[config.mk]
export PLATFORM = sky130hd
export DESIGN_NAME = led_slot_scheduler
export DESIGN_NICKNAME = d
export VERILOG_FILES = /design/src/rtl/led_slot_scheduler.sv
export SDC_FILE = /design/constraint.sdc
export NUM_CORES = 1
export LEC_CHECK = 0
export BUFFER_PORTS_ARGS = -buffer_cell sky130_fd_sc_hd__buf_2
export CAP_MARGIN = 40
export CORE_UTILIZATION = 50
export DETAILED_ROUTE_END_ITERATION = 10
export PLACE_DENSITY = 0.78
export REMOVE_ABC_BUFFERS = 1
export SYNTH_ARGS = -nofsm -noshare
export SYNTH_HDL_FRONTEND = slang
export SYNTH_SLANG_ARGS = --single-unit
export TNS_END_PERCENT = 5
[constraint.sdc]
create_clock -name CLK -period 2.6 [get_ports CLK]
set_input_delay 0.65 -clock CLK [delete_from_list [all_inputs] [get_ports CLK]]
set_output_delay 0.65 -clock CLK [all_outputs]
set_load 0.05 [all_outputs]
[src/rtl/led_slot_scheduler.sv]
// RED/IR LED time-multiplexing scheduler for the pulse-oximeter front end.
// Each frame runs a RED slot and then an IR slot. In every slot the scheduler drives
// the LED, DC_Comp and PGA_Gain, ignores ADC codes while the front end settles,
// averages 2**AVG_LOG2 samples, and pulses sample_valid once the frame ends.
// Optional feature: define AMBIENT_SUB_EN to add a DARK slot after IR. Its
// ambient average is subtracted from the RED and IR results, saturating at 0.
module led_slot_scheduler #(
  parameter int unsigned SLOT_CYCLES   = 10,
  parameter int unsigned SETTLE_CYCLES = 3,
  parameter int unsigned AVG_LOG2      = 2
) (
  input  logic       CLK,
  input  logic       rst_n,
  input  logic       start,
  input  logic       stop,
  input  logic [6:0] RED_DC_Comp,
  input  logic [3:0] RED_PGA,
  input  logic [6:0] IR_DC_Comp,
  input  logic [3:0] IR_PGA,
  input  logic [7:0] ADC,
  output logic       LED_RED,
  output logic       LED_IR,
  output logic [6:0] DC_Comp,
  output logic [3:0] PGA_Gain,
  output logic [7:0] RED_ADC_Value,
  output logic [7:0] IR_ADC_Value,
  output logic       sample_valid,
  output logic       busy
);

  localparam int unsigned NumAvg = 2 ** AVG_LOG2;
  localparam int unsigned CntW   = (SLOT_CYCLES > 1) ? $clog2(SLOT_CYCLES) : 1;
  localparam int unsigned AccW   = 8 + AVG_LOG2;
  localparam logic [CntW-1:0] LastCnt = CntW'(SLOT_CYCLES - 1);
  localparam logic [CntW-1:0] WinLo   = CntW'(SETTLE_CYCLES);
  localparam logic [CntW-1:0] WinHi   = CntW'(SETTLE_CYCLES + NumAvg - 1);

  if (SETTLE_CYCLES + NumAvg > SLOT_CYCLES) begin : g_param_check
    $error("led_slot_scheduler: SETTLE_CYCLES + 2**AVG_LOG2 exceeds SLOT_CYCLES");
  end

  typedef enum logic [1:0] {StIdle, StRed, StIr, StDark} state_e;

  state_e          state_q, state_d;
  logic [CntW-1:0] slot_cnt_q, slot_cnt_d;
  logic [AccW-1:0] acc_q, acc_d;
  logic            stop_pending_q, stop_pending_d;
  logic [6:0]      red_dc_q, red_dc_d, ir_dc_q, ir_dc_d;
  logic [3:0]      red_pga_q, red_pga_d, ir_pga_q, ir_pga_d;
  logic            led_red_q, led_red_d, led_ir_q, led_ir_d;
  logic [6:0]      dc_comp_q, dc_comp_d;
  logic [3:0]      pga_gain_q, pga_gain_d;
  logic [7:0]      red_val_q, red_val_d, ir_val_q, ir_val_d;
  logic            valid_q, valid_d;
`ifdef AMBIENT_SUB_EN
  logic [7:0]      red_raw_q, red_raw_d, ir_raw_q, ir_raw_d;

  function automatic logic [7:0] sat_sub(input logic [7:0] a, input logic [7:0] b);
    return (a > b) ? (a - b) : 8'd0;
  endfunction
`endif

  logic            in_win, slot_end, halt, frame_end;
  logic [AccW-1:0] acc_sum;
  logic [7:0]      avg;

  // Sample window, running sum including this cycle's sample, and slot average.
  always_comb begin
    in_win   = (slot_cnt_q >= WinLo) && (slot_cnt_q <= WinHi);
    acc_sum  = acc_q + (in_win ? AccW'(ADC) : '0);
    avg      = 8'(acc_sum >> AVG_LOG2);
    slot_end = (slot_cnt_q == LastCnt);
    halt     = stop_pending_q | stop;
  end

  // Next-state logic: slot sequencing, front-end drive and result capture.
  always_comb begin
    state_d        = state_q;
    slot_cnt_d     = slot_cnt_q;
    acc_d          = acc_q;
    stop_pending_d = stop_pending_q;
    red_dc_d       = red_dc_q;
    red_pga_d      = red_pga_q;
    ir_dc_d        = ir_dc_q;
    ir_pga_d       = ir_pga_q;
    led_red_d      = led_red_q;
    led_ir_d       = led_ir_q;
    dc_comp_d      = dc_comp_q;
    pga_gain_d     = pga_gain_q;
    red_val_d      = red_val_q;
    ir_val_d       = ir_val_q;
    valid_d        = 1'b0;
    frame_end      = 1'b0;
`ifdef AMBIENT_SUB_EN
    red_raw_d      = red_raw_q;
    ir_raw_d       = ir_raw_q;
`endif

    if (state_q == StIdle) begin
      stop_pending_d = 1'b0;
      // stop takes priority over a simultaneous start
      if (start && !stop) begin
        red_dc_d   = RED_DC_Comp;
        red_pga_d  = RED_PGA;
        ir_dc_d    = IR_DC_Comp;
        ir_pga_d   = IR_PGA;
        state_d    = StRed;
        slot_cnt_d = '0;
        acc_d      = '0;
        led_red_d  = 1'b1;
        led_ir_d   = 1'b0;
        dc_comp_d  = RED_DC_Comp;
        pga_gain_d = RED_PGA;
      end
    end else begin
      stop_pending_d = halt;
      acc_d          = acc_sum;
      slot_cnt_d     = slot_cnt_q + 1'b1;
      if (slot_end) begin
        slot_cnt_d = '0;
        acc_d      = '0;
        case (state_q)
          StRed: begin
            red_val_d  = avg;
`ifdef AMBIENT_SUB_EN
            red_raw_d  = avg;
`endif
            state_d    = StIr;
            led_red_d  = 1'b0;
            led_ir_d   = 1'b1;
            dc_comp_d  = ir_dc_q;
            pga_gain_d = ir_pga_q;
          end
          StIr: begin
`ifdef AMBIENT_SUB_EN
            // DARK keeps the IR front-end settings with both LEDs off
            ir_raw_d  = avg;
            state_d   = StDark;
            led_ir_d  = 1'b0;
`else
            ir_val_d  = avg;
            frame_end = 1'b1;
`endif
          end
`ifdef AMBIENT_SUB_EN
          StDark: begin
            red_val_d = sat_sub(red_raw_q, avg);
            ir_val_d  = sat_sub(ir_raw_q, avg);
            frame_end = 1'b1;
          end
`endif
          default: state_d = StIdle;
        endcase
        if (frame_end) begin
          valid_d = 1'b1;
          if (halt) begin
            // DC_Comp/PGA_Gain keep their last values while idle
            state_d        = StIdle;
            stop_pending_d = 1'b0;
            led_red_d      = 1'b0;
            led_ir_d       = 1'b0;
          end else begin
            state_d    = StRed;
            led_red_d  = 1'b1;
            led_ir_d   = 1'b0;
            dc_comp_d  = red_dc_q;
            pga_gain_d = red_pga_q;
          end
        end
      end
    end
  end

  // State register with synchronous active-low reset; reset drops any partial frame.
  always_ff @(posedge CLK) begin
    if (!rst_n) begin
      state_q        <= StIdle;
      slot_cnt_q     <= '0;
      acc_q          <= '0;
      stop_pending_q <= 1'b0;
      red_dc_q       <= '0;
      red_pga_q      <= '0;
      ir_dc_q        <= '0;
      ir_pga_q       <= '0;
      led_red_q      <= 1'b0;
      led_ir_q       <= 1'b0;
      dc_comp_q      <= '0;
      pga_gain_q     <= '0;
      red_val_q      <= '0;
      ir_val_q       <= '0;
      valid_q        <= 1'b0;
`ifdef AMBIENT_SUB_EN
      red_raw_q      <= '0;
      ir_raw_q       <= '0;
`endif
    end else begin
      state_q        <= state_d;
      slot_cnt_q     <= slot_cnt_d;
      acc_q          <= acc_d;
      stop_pending_q <= stop_pending_d;
      red_dc_q       <= red_dc_d;
      red_pga_q      <= red_pga_d;
      ir_dc_q        <= ir_dc_d;
      ir_pga_q       <= ir_pga_d;
      led_red_q      <= led_red_d;
      led_ir_q       <= led_ir_d;
      dc_comp_q      <= dc_comp_d;
      pga_gain_q     <= pga_gain_d;
      red_val_q      <= red_val_d;
      ir_val_q       <= ir_val_d;
      valid_q        <= valid_d;
`ifdef AMBIENT_SUB_EN
      red_raw_q      <= red_raw_d;
      ir_raw_q       <= ir_raw_d;
`endif
    end
  end

  // Outputs come straight from registers, except busy, which decodes the state.
  always_comb begin
    LED_RED       = led_red_q;
    LED_IR        = led_ir_q;
    DC_Comp       = dc_comp_q;
    PGA_Gain      = pga_gain_q;
    RED_ADC_Value = red_val_q;
    IR_ADC_Value  = ir_val_q;
    sample_valid  = valid_q;
    busy          = (state_q != StIdle);
  end

endmodule
After elaboration in Yosys (flattened, before gate mapping)
Cells that the tools add are included.
{ "classes": {"add_sub_neg": 2, "n_mul": 0, "div_mod_pow": 0, "order_cmp": 2, "eq_ne": 5, "n_shift": 0, "mux": 42, "bitwise_logic": 4, "reduce_logical": 15} }
{ "ops": {"columns": ["operator", "count"], "rows": [
  ["7-bit two-way mux", 6],
  ["4-bit two-way mux", 9],
  ["10-bit two-way mux", 3],
  ["1-bit two-way mux", 18],
  ["3-bit AND reduction", 4],
  ["10-bit by 8-bit adder with 10-bit output", 1],
  ["2-bit two-way mux", 4],
  ["8-bit two-way mux", 1],
  ["4-bit by 1-bit adder with 4-bit output, second input constant", 1],
  ["4-bit equality test, second input constant", 1],
  ["4-bit by 2-bit >= comparator with 1-bit output, second input constant", 1],
  ["4-bit by 3-bit <= comparator with 1-bit output, second input constant", 1],
  ["2-bit one-hot mux with 2 select lines", 1],
  ["2-bit AND reduction", 2],
  ["2-bit nonzero test", 2],
  ["3-bit != test, second input constant", 1],
  ["1-bit inverter", 3],
  ["3-bit nonzero test", 1],
  ["3-bit OR reduction", 1],
  ["2-bit by 1-bit equality test with 1-bit output, second input constant", 1],
  ["2-bit equality test, second input constant", 1],
  ["1-bit logical AND", 2],
  ["2-bit logical NOT", 1],
  ["2-bit by 1-bit != test with 1-bit output, second input constant", 1],
  ["other kinds (3)", 3]
]} }
{ "totals": {"register_bits": 69, "latchBits": 0, "mem_bits_rw": 0, "romBits": 0, "input_bits": 34, "out_inout_bits": 31, "wordCells": 85, "n_memories": 0} }

Logic depth before layout (Yosys ltp)
Gate-level depths: netlist of run 1.
{ "logic_depth": {"word_depth": 7, "mapped_depth": 12, "depth_no_buf": 12} }

Worst setup path before layout of run 1
OpenSTA, ideal clock, no wires.
{ "synth_timing": {"path_kind": "reg2reg", "start": "reg slot_cnt_q[0]", "end": "reg red_val_q[6] (netlist: RED_ADC_Value[6])", "setup_time_ns": 0.120, "t_arrival_ns": 2.540, "t_required_ns": 2.480, "slack_ns": -0.059, "stages_incl_launch_ff": 13, "n_path_buf": 0, "synth_period_minus_slack_ns": 2.659, "path_cell_list": "dfxtp_1 nand2_1 xor2_1 nor2_1 and2_1 ha_1 inv_1 fa_1 nand2b_1 a21oi_1 a41o_1 nor3_1 a211o_1"} }
{ "synth_between": {"elab_chain_cells": 4, "elab_cells_between_ends": 7, "classes_between": "1 x add/sub; 2 x order compare; 1 x eq/ne; 1 x mux; 2 x reduce/logical"} }
{ "synth_rtl": {"columns": ["element", "line_no", "rtl"], "rows": [
  ["from (decl)", "45", "logic [CntW-1:0] slot_cnt_q, slot_cnt_d;"],
  ["from (signal assigned)", "198", "slot_cnt_q <= slot_cnt_d;"],
  ["4-bit by 2-bit >= comparator with 1-bit output / 4-bit by 3-bit <= comparator with 1-bit output (equally long branches)", "69", "in_win = (slot_cnt_q >= WinLo) && (slot_cnt_q <= WinHi);"],
  ["1-bit logical AND", "69", null],
  ["8-bit two-way mux", "70", "acc_sum = acc_q + (in_win ? AccW'(ADC) : '0);"],
  ["10-bit by 8-bit adder with 10-bit output", "70", null],
  ["to (signal assigned)", "209", "red_val_q <= red_val_d;"],
  ["to (decl)", "53", "logic [7:0] red_val_q, red_val_d, ir_val_q, ir_val_d;"]
]} }
Parallel ways exist; a longest one is shown, timed or not.
A chain may end at the register's enable or synchronous reset.

Worst setup path in the final report of run 1
{ "layout_timing": {"start": "reg slot_cnt_q[1]", "end": "reg ir_val_q[6] (netlist: IR_ADC_Value[6])"} }
{ "layout_between": {"elab_chain_cells": 4, "elab_cells_between_ends": 7, "classes_between": "1 x add/sub; 2 x order compare; 1 x eq/ne; 1 x mux; 2 x reduce/logical"} }
{ "layout_rtl": {"columns": ["element", "line_no", "rtl"], "rows": [
  ["4-bit by 2-bit >= comparator with 1-bit output / 4-bit by 3-bit <= comparator with 1-bit output (equally long branches)", "69", null],
  ["1-bit logical AND", "69", null],
  ["8-bit two-way mux", "70", null],
  ["10-bit by 8-bit adder with 10-bit output", "70", null],
  ["to (signal assigned)", "210", "ir_val_q <= ir_val_d;"],
  ["to (decl)", "53", null]
]} }
Parallel ways exist; a longest one is shown, timed or not.

==> results of run 1 <==
==> cell families after synthesis <==
family	synth area share (%)
AO/OA/AOI/OAI	26.1
AND/OR/NAND/NOR	23.9
buffers and inverters	4.58
flip-flops	40.1
adder cells (fa/ha/maj)	3.49
XOR/XNOR	1.27
multiplexers	0.581
==> worst max-delay path, cell delays in order, from the launching register on <==
cell and delay (ns):
sky130_fd_sc_hd__dfxtp_2 0.34, sky130_fd_sc_hd__nand2_2 0.09, sky130_fd_sc_hd__xor2_1 0.15, sky130_fd_sc_hd__nor2_1 0.07
sky130_fd_sc_hd__buf_4 0.16, sky130_fd_sc_hd__and2_1 0.16, sky130_fd_sc_hd__ha_1 0.28, sky130_fd_sc_hd__a21o_1 0.19
sky130_fd_sc_hd__a221o_1 0.32, sky130_fd_sc_hd__a41o_1 0.25, sky130_fd_sc_hd__buf_4 0.15, sky130_fd_sc_hd__a211o_1 0.25
==> area by class of cell <==
| type | count | area, sq um | share of cell area [%] |
|---|---|---|---|
| inverters | 5 | 18.8 | 0.447 |
| repair buffers | 83 | 463 | 11.0 |
| multi-input cells | 325 | 1990 | 47.4 |
| clock inverters | 6 | 110 | 2.62 |
| well taps | 77 | 96.3 | 2.29 |
| flip-flops and latches | 69 | 1380 | 32.9 |
| clock buffers | 10 | 138 | 3.27 |
==> path summary, 6_finish.rpt <==
kind | startpoint | to | slack, ns | depth (start not counted)
min | red_dc_q[0]$_SDFFE_PN0P_ | red_dc_q[0]$_SDFFE_PN0P_ | 0.46 | 2
min reg2reg | red_dc_q[0]$_SDFFE_PN0P_ | red_dc_q[0]$_SDFFE_PN0P_ | 0.46 | 2
max reg2reg | slot_cnt_q[1]$_SDFFE_PN0N_ | IR_ADC_Value[6]$_SDFFE_PN0P_ | 0.09 | 11
max | slot_cnt_q[1]$_SDFFE_PN0N_ | IR_ADC_Value[6]$_SDFFE_PN0P_ | 0.09 | 11
==> report_power, final <==
| part | switching (mW) | internal [mW] | leakage [nW] | total [mW] |
|---|---|---|---|---|
| Clock | 0.414 | 0.661 | 0.119 | 1.08 |
| Sequential | 0.0268 | 1.09 | 0.561 | 1.12 |
| Combinational | 0.215 | 0.107 | 1.12 | 0.322 |
==> stage by stage <==
stage | setup WS, ns | cell area (sq um) | TNS, ns
final | 0.0896 | 4200 | 0
after CTS | 0.00421 | 4090 | 0
after global routing | -0.0416 | 4200 | -0.100
after floorplan | -0.0678 | 3300 | -0.137
after detailed placement | 0.00546 | 3840 | 0
after global placement | 0.0740 | 3840 | 0
==> flip-flops by register name (all words and copies together), names as in the netlist <==
register and cells:
acc_q 10, IR_ADC_Value 8, RED_ADC_Value 8, DC_Comp 7
ir_dc_q 7, red_dc_q 7, PGA_Gain 4, ir_pga_q 4
red_pga_q 4, slot_cnt_q 4, state_q 2, LED_IR 1
LED_RED 1, sample_valid 1, stop_pending_q 1
==> cells in the final DEF, fill, tap and decap left out, types with 4 or more instances in the layout <==
cell / n
sky130_fd_sc_hd__nand2_1: 78
sky130_fd_sc_hd__dfxtp_1: 67
sky130_fd_sc_hd__buf_2: 64
sky130_fd_sc_hd__nor2_1: 43
sky130_fd_sc_hd__a21boi_0: 29
sky130_fd_sc_hd__a21oi_1: 21
sky130_fd_sc_hd__o21ai_0: 20
sky130_fd_sc_hd__buf_4: 19
sky130_fd_sc_hd__o211ai_1: 12
sky130_fd_sc_hd__and2_1: 11
sky130_fd_sc_hd__o22ai_1: 10
sky130_fd_sc_hd__clkbuf_8: 10
sky130_fd_sc_hd__nand3_1: 9
sky130_fd_sc_hd__o31ai_1: 9
sky130_fd_sc_hd__nor2b_1: 8
sky130_fd_sc_hd__and3_1: 6
sky130_fd_sc_hd__nor3_1: 5
sky130_fd_sc_hd__inv_1: 4
sky130_fd_sc_hd__a22oi_1: 4
sky130_fd_sc_hd__ha_1: 4
==> timing repair <==
item / CTS / global route
gates resized for setup: 0 / 17
hold endpoints to repair: 0 / 0
pin swaps: 1 / 6
setup endpoints to repair: 1 / 15
setup buffers: 0 / 3
==> metal layers <==
| metal | routed length (um) | up-vias | GRT usage (%) | share of wire, % |
|---|---|---|---|---|
| met5 | 0 | - | 0 | 0 |
| met4 | 163 | 0 | 11.1 | 1.9 |
| met3 | 410 | 15 | 3.02 | 4.8 |
| met2 | 3990 | 102 | 39.8 | 47 |
| met1 | 3940 | 1541 | 32.2 | 46 |
| li1 | - | 1632 | - | - |
==> qor.log, run 1 <==
[logic_synthesis] Yosys top cell area share 40.1%
[logic_synthesis] count of different cell masters after synthesis 54
[status] status complete, no violations
[critical_path] kind of critical path register to register
[route] Routed WL 8510 um
[clock_tree] latest clock arrival within the worst-skew pair 0.35 ns
[layout] Synth-to-Final Area Change 22.1%
[clock_tree] clock sink count 69
[route] DRC errors left 0
[die] Initial Utilization 53.0%
[logic_synthesis] cell type contributing the most total cell area after synthesis sky130_fd_sc_hd__dfxtp_1
[logic_synthesis] Yosys warning count 0
[placed_design] PortBufs 64
[placed_design] RePlAce Congestion 0.847
[sta] number of pins with negative max-slew slack in the final report 0
[critical_path] critical path data arrival time 2.75 ns
[route] average via count per standard cell 5.72
[critical_path] Worst Setup Start Kind register
[clock_tree] post-cts hold buffer count 0
[logic_synthesis] area of the mapped netlist 0.00344 sq mm
[logic_synthesis] most used flip-flop cell after synthesis sky130_fd_sc_hd__dfxtp_1
[route] Initial DRC Count 200
[clock_tree] TritonCTS buffer count 9
[die] overall die width 85.0 um
[sta] Final Hold Slack 0.464 ns
[route] DR vias 3,290
[critical_path] maximum fanout count along the critical path 7
[global_routing] Global Route Usage Sum 24.3%
[logic_synthesis] number of instances in the synthesized netlist 427
[logic_synthesis] register area share after synthesis 40.1%
[placed_design] DP Cell Count 556
[logic_synthesis] number of storage elements in the synthesis netlist 69
[layout] non-filler instance count after layout 575
[sta] Fin Clk Skew 0.00775 ns
[layout] share of cells above drive strength 1 24.3%
[sta] max_slew headroom 46.6%
[logic_synthesis] number of flops mapped to enable cells by yosys 0
[die] die extent in y 85.0 um
[layout] count of fill cells added during filler insertion 518
[die] Core Region 0.00649 sq mm
[critical_path] Worst Setup End Kind register
[logic_synthesis] most common cell in the netlist sky130_fd_sc_hd__nand2_1
[clock_tree] maximum root-to-sink buffer count 2
[flow_run] max-capacitance violation count 0
[global_routing] initial antenna violation count 0
[pwr] Design Power 2.52 mW
[worst_hold_path] worst min path class register to register
[sta] unrepaired setup endpoints after global routing yes
[sta] final worst-path cycle share 96.6%
[logic_synthesis] ranking of synthesized cells by instance count 79 x sky130_fd_sc_hd__nand2_1, 69 x sky130_fd_sc_hd__dfxtp_1, 43 x sky130_fd_sc_hd__nor2_1
[global_routing] vias in the first global route 3,045
[layout] Final Util 64.7%
[clock_tree] clock-pin slew of the registers on the worst-case setup and hold paths 0.08 ns
[sta] final number of hold-violating endpoints 0
[clock_tree] count of H-tree levels built during CTS 3
[sta] highest clock frequency the design can meet 398 MHz
[route] number of nets with antenna violations after routing 0
[sta] fin crit period 2.51 ns
[global_routing] GR Overflow Total 0
[critical_path] worst endpoint required time 2.84 ns
[global_routing] first-pass GRT wire length 14,100 um
[pwr] Static Leakage 1.80 nW
[pwr] largest voltage drop on the vdd net 0.288 mV
[layout] Post-layout nets 536
[pwr] power density cells 599 mW/mm^2
[sta] final setup vio count 0
[placed_design] detailed-placement wirelength estimate 5650 um
[clock_tree] TritonCTS clock tree built
[logic_synthesis] mean instance size in the synthesized netlist 8.06 sq um
[logic_synthesis] most area-consuming cells after synthesis sky130_fd_sc_hd__dfxtp_1 40%, sky130_fd_sc_hd__nand2_1 8.6%, sky130_fd_sc_hd__a21boi_0 6.3%
[sta] slew at the pin with the worst max-slew slack 0.799 ns
[global_routing] maximum number of pins on one net before global-route repair 36
[route] detailed-router iteration count before antenna repair 4
[layout] diodes inserted 0
[die] number of ports placed on the die boundary 65
[die] number of placement rows 29
[route] routed len/inst 14.8 um
[clock_tree] clock tree root driver cell sky130_fd_sc_hd__clkbuf_8
[die] Die Outline Area 0.00722 sq mm
[logic_synthesis] FFs w/ async S/R, synth 0%
Power figures use the tool's default switching activity.
==> run 2, diff against run 1 <==
Settings changed: GPL_TIMING_DRIVEN set to 0.
==> run 2 against run 1 <==
Compared with the run above: flip-flop and latch count unchanged; sequential power about the same; power is 2.9% lower; largest power group unchanged; clock skew is 0.0015 ns higher; hold slack lost 0.0022 ns; sequential share of layout area is 0.086 points lower; highest routed layer unchanged; wire length increased by 7.1%; clock-buffer cell count unchanged; via count up 1.5%; combinational power is 2% higher; first-iteration DRC count rose by 3.5%; critical endpoint is now acc_q[8]$_SDFFE_PN0N_; cell count shrank 0.70%.
==> qor.log, run 2 (synthesized netlist as in run 1, its figures left out) <==
[clock_tree] clock-pin slew of the registers on the worst-case setup and hold paths 0.08 ns [about the same]
[layout] total area of multi-input combinational cells 0.00204 sq mm [+2.3%]
[sta] slew at the pin with the worst max-slew slack 0.795 ns [-0.00456 ns]
[route] Initial DRC Count 207 [+3.5%]
[critical_path] Slowest-stage cell, CP sky130_fd_sc_hd__dfxtp_2
[placed_design] pre-CTS setup slack -0.620 ns [-0.625 ns]
[sta] highest clock frequency the design can meet 398 MHz [about the same]
[critical_path] Critical Path Most Common Cell sky130_fd_sc_hd__and2_1
[sta] TNS Setup 0 ns [unchanged]
[critical_path] maximum fanout count along the critical path 7 [unchanged]
[clock_tree] clock sink count 69 [unchanged]
[global_routing] maximum number of pins on one net before global-route repair 58 [+61%]
[route] DR vias 3,339 [+1.5%]
[clock_tree] count of H-tree levels built during CTS 3 [unchanged]
[critical_path] cell type group with the largest total delay on the critical path compound AO/OA/AOI/OAI gates
[layout] share of cells above drive strength 1 25.7% [+1.4 points]
[sta] final worst-path cycle share 96.6% [about the same]
[sta] final worst-path setup slack 0.0895 ns [-0.000146 ns]
[global_routing] GR Overflow Total 0 [unchanged]
[layout] most common cell after layout, fill and taps aside sky130_fd_sc_hd__nand2_1
[global_routing] vias in the first global route 3,206 [+5.3%]
[placed_design] DP Cell Count 545 [-2.0%]
[critical_path] critical path data arrival time 2.74 ns [about the same]
[die] Die Outline Area 0.00722 sq mm [unchanged]
[critical_path] stage delay of the slowest cell on the critical path 0.36 ns [+0.02 ns]
[die] die extent in y 85.0 um [unchanged]
[clock_tree] post-cts hold buffer count 0 [unchanged]
[sta] unrepaired setup endpoints after global routing yes
[route] detailed-router iteration count before antenna repair 5 [+1]
[global_routing] Global Route Usage Sum 25.7% [+1.4 points]
[route] Routed WL 9120 um [+7.1%]
[route] routed len/inst 16.0 um [+7.9%]
[route] DRC errors left 0 [unchanged]
[critical_path] Worst Setup Start Kind register
[flow_run] max-capacitance violation count 0 [unchanged]
[die] overall die width 85.0 um [unchanged]
[layout] diodes inserted 0 [unchanged]
[layout] flip-flop count of the largest register, all copies and words added 10 [unchanged]
[sta] number of pins with negative max-slew slack in the final report 0 [unchanged]
[route] average via count per standard cell 5.85 [+2.2%]
[layout] Final Util 65.1% [+0.40 points]
[die] number of placement rows 29 [unchanged]
[sta] Fin Clk Skew 0.00923 ns [+0.00147 ns]
[sta] fin crit period 2.51 ns [+0.000146 ns]
[die] number of ports placed on the die boundary 65 [unchanged]
[sta] final setup vio count 0 [unchanged]
[layout] count of fill cells added during filler insertion 534 [+3.1%]
[global_routing] first-pass GRT wire length 14,900 um [+5.6%]
[layout] total non-filler cell area in the finished layout 0.00423 sq mm [+0.63%]
[layout] commonest cells after routing, fill and taps aside 77 x sky130_fd_sc_hd__nand2_1, 65 x sky130_fd_sc_hd__dfxtp_1, 65 x sky130_fd_sc_hd__buf_2
[critical_path] buffers plus inverters on the worst setup path 1 [-1]
[clock_tree] clock tree root driver cell sky130_fd_sc_hd__clkbuf_8
[pwr] power density cells 578 mW/mm^2 [-3.5%]
[layout] Synth-to-Final Area Change 22.8%
[placed_design] PortBufs 64 [unchanged]
[status] status complete, no violations
[clock_tree] TritonCTS buffer count 9 [unchanged]
[layout] non-filler instance count after layout 571 [-0.70%]
[clock_tree] latest clock arrival within the worst-skew pair 0.36 ns [about the same]
[sta] max_slew headroom 46.9% [+0.30 points]
[die] Initial Utilization 53.0% [unchanged]
[route] number of nets with antenna violations after routing 0 [unchanged]
[critical_path] Critical Path, Cell by Cell nand2_4 > xor2_2 > nor2_4 > buf_6 > and2_1 > ha_2 > and2_1 > a221o_1 > a41o_4 > mux2i_2 > o21ai_1
[critical_path] worst endpoint required time 2.83 ns [about the same]
[layout] FF+latch area 0.00139 sq mm [+0.36%]
[pwr] Static Leakage 1.78 nW [-0.85%]
[sta] final number of hold-violating endpoints 0 [unchanged]
[layout] Post-layout nets 532 [-0.75%]
[clock_tree] maximum root-to-sink buffer count 2 [unchanged]
[die] Core Region 0.00649 sq mm [unchanged]
[placed_design] detailed-placement wirelength estimate 5840 um [+3.4%]
[critical_path] Worst Setup End Kind register
[sta] Final Hold Slack 0.462 ns [-0.00221 ns]
[placed_design] DP Area 0.00379 sq mm [-1.4%]
[clock_tree] TritonCTS clock tree built
[worst_hold_path] worst min path class register to register
[layout] register ranked first by flip-flop count acc_q
[pwr] Design Power 2.45 mW [-2.9%]
[critical_path] kind of critical path register to register
[global_routing] initial antenna violation count 0 [unchanged]
[pwr] largest voltage drop on the vdd net 0.308 mV [+6.8%]
[placed_design] RePlAce Congestion 0.798 [-5.7%]
==> run 2: final timing paths <==
path	startpoint	end	slack, ns	depth (start not counted)
worst max register to register	slot_cnt_q[1]$_SDFFE_PN0N_	acc_q[8]$_SDFFE_PN0N_	0.09	11
worst min register to register	RED_ADC_Value[2]$_SDFFE_PN0P_	RED_ADC_Value[2]$_SDFFE_PN0P_	0.46	2
worst min-delay path	RED_ADC_Value[2]$_SDFFE_PN0P_	RED_ADC_Value[2]$_SDFFE_PN0P_	0.46	2
worst max-delay path	slot_cnt_q[1]$_SDFFE_PN0N_	acc_q[8]$_SDFFE_PN0N_	0.09	11
==> run 2: where the power goes <==
part           switching [mW]  total, mW  internal [mW]
Sequential             0.0270       1.12           1.09
Clock                   0.434      0.998          0.564
Combinational           0.219      0.328          0.109
Total                   0.679       2.45           1.77
==> run 2: final cells by class <==
| class | count | area share, % |
|---|---|---|
| flip-flops and latches | 69 | 32.8 |
| well taps | 77 | 2.28 |
| clock inverters | 6 | 2.04 |
| clock buffers | 10 | 3.25 |
| multi-input cells | 325 | 48.2 |
| inverters | 5 | 0.444 |
| repair buffers | 79 | 10.9 |
==> run 2: worst register-to-register path, stage by stage, from the launching register on <==
cell and delay (ns):
sky130_fd_sc_hd__dfxtp_2 0.36, sky130_fd_sc_hd__nand2_4 0.07, sky130_fd_sc_hd__xor2_2 0.16, sky130_fd_sc_hd__nor2_4 0.11
sky130_fd_sc_hd__buf_6 0.14, sky130_fd_sc_hd__and2_1 0.14, sky130_fd_sc_hd__ha_2 0.31, sky130_fd_sc_hd__and2_1 0.22
sky130_fd_sc_hd__a221o_1 0.34, sky130_fd_sc_hd__a41o_4 0.28, sky130_fd_sc_hd__mux2i_2 0.18, sky130_fd_sc_hd__o21ai_1 0.10
==> run 2: layer usage <==
| metal | up-vias | part of all wire (%) | global-route usage (%) |
|---|---|---|---|
| met5 | - | 0 | 0 |
| met3 | 27 | 5.0 | 4.96 |
| met4 | 0 | 2.9 | 10.2 |
| met2 | 99 | 49 | 43.5 |
| met1 | 1593 | 43 | 32.3 |
| li1 | 1620 | - | - |
==> run 2: repair_timing <==
action | CTS | global route
pin swaps | 5 | 6
endpoints found under the setup margin | 21 | 17
buffers inserted | 5 | 4
gates resized for setup | 13 | 19
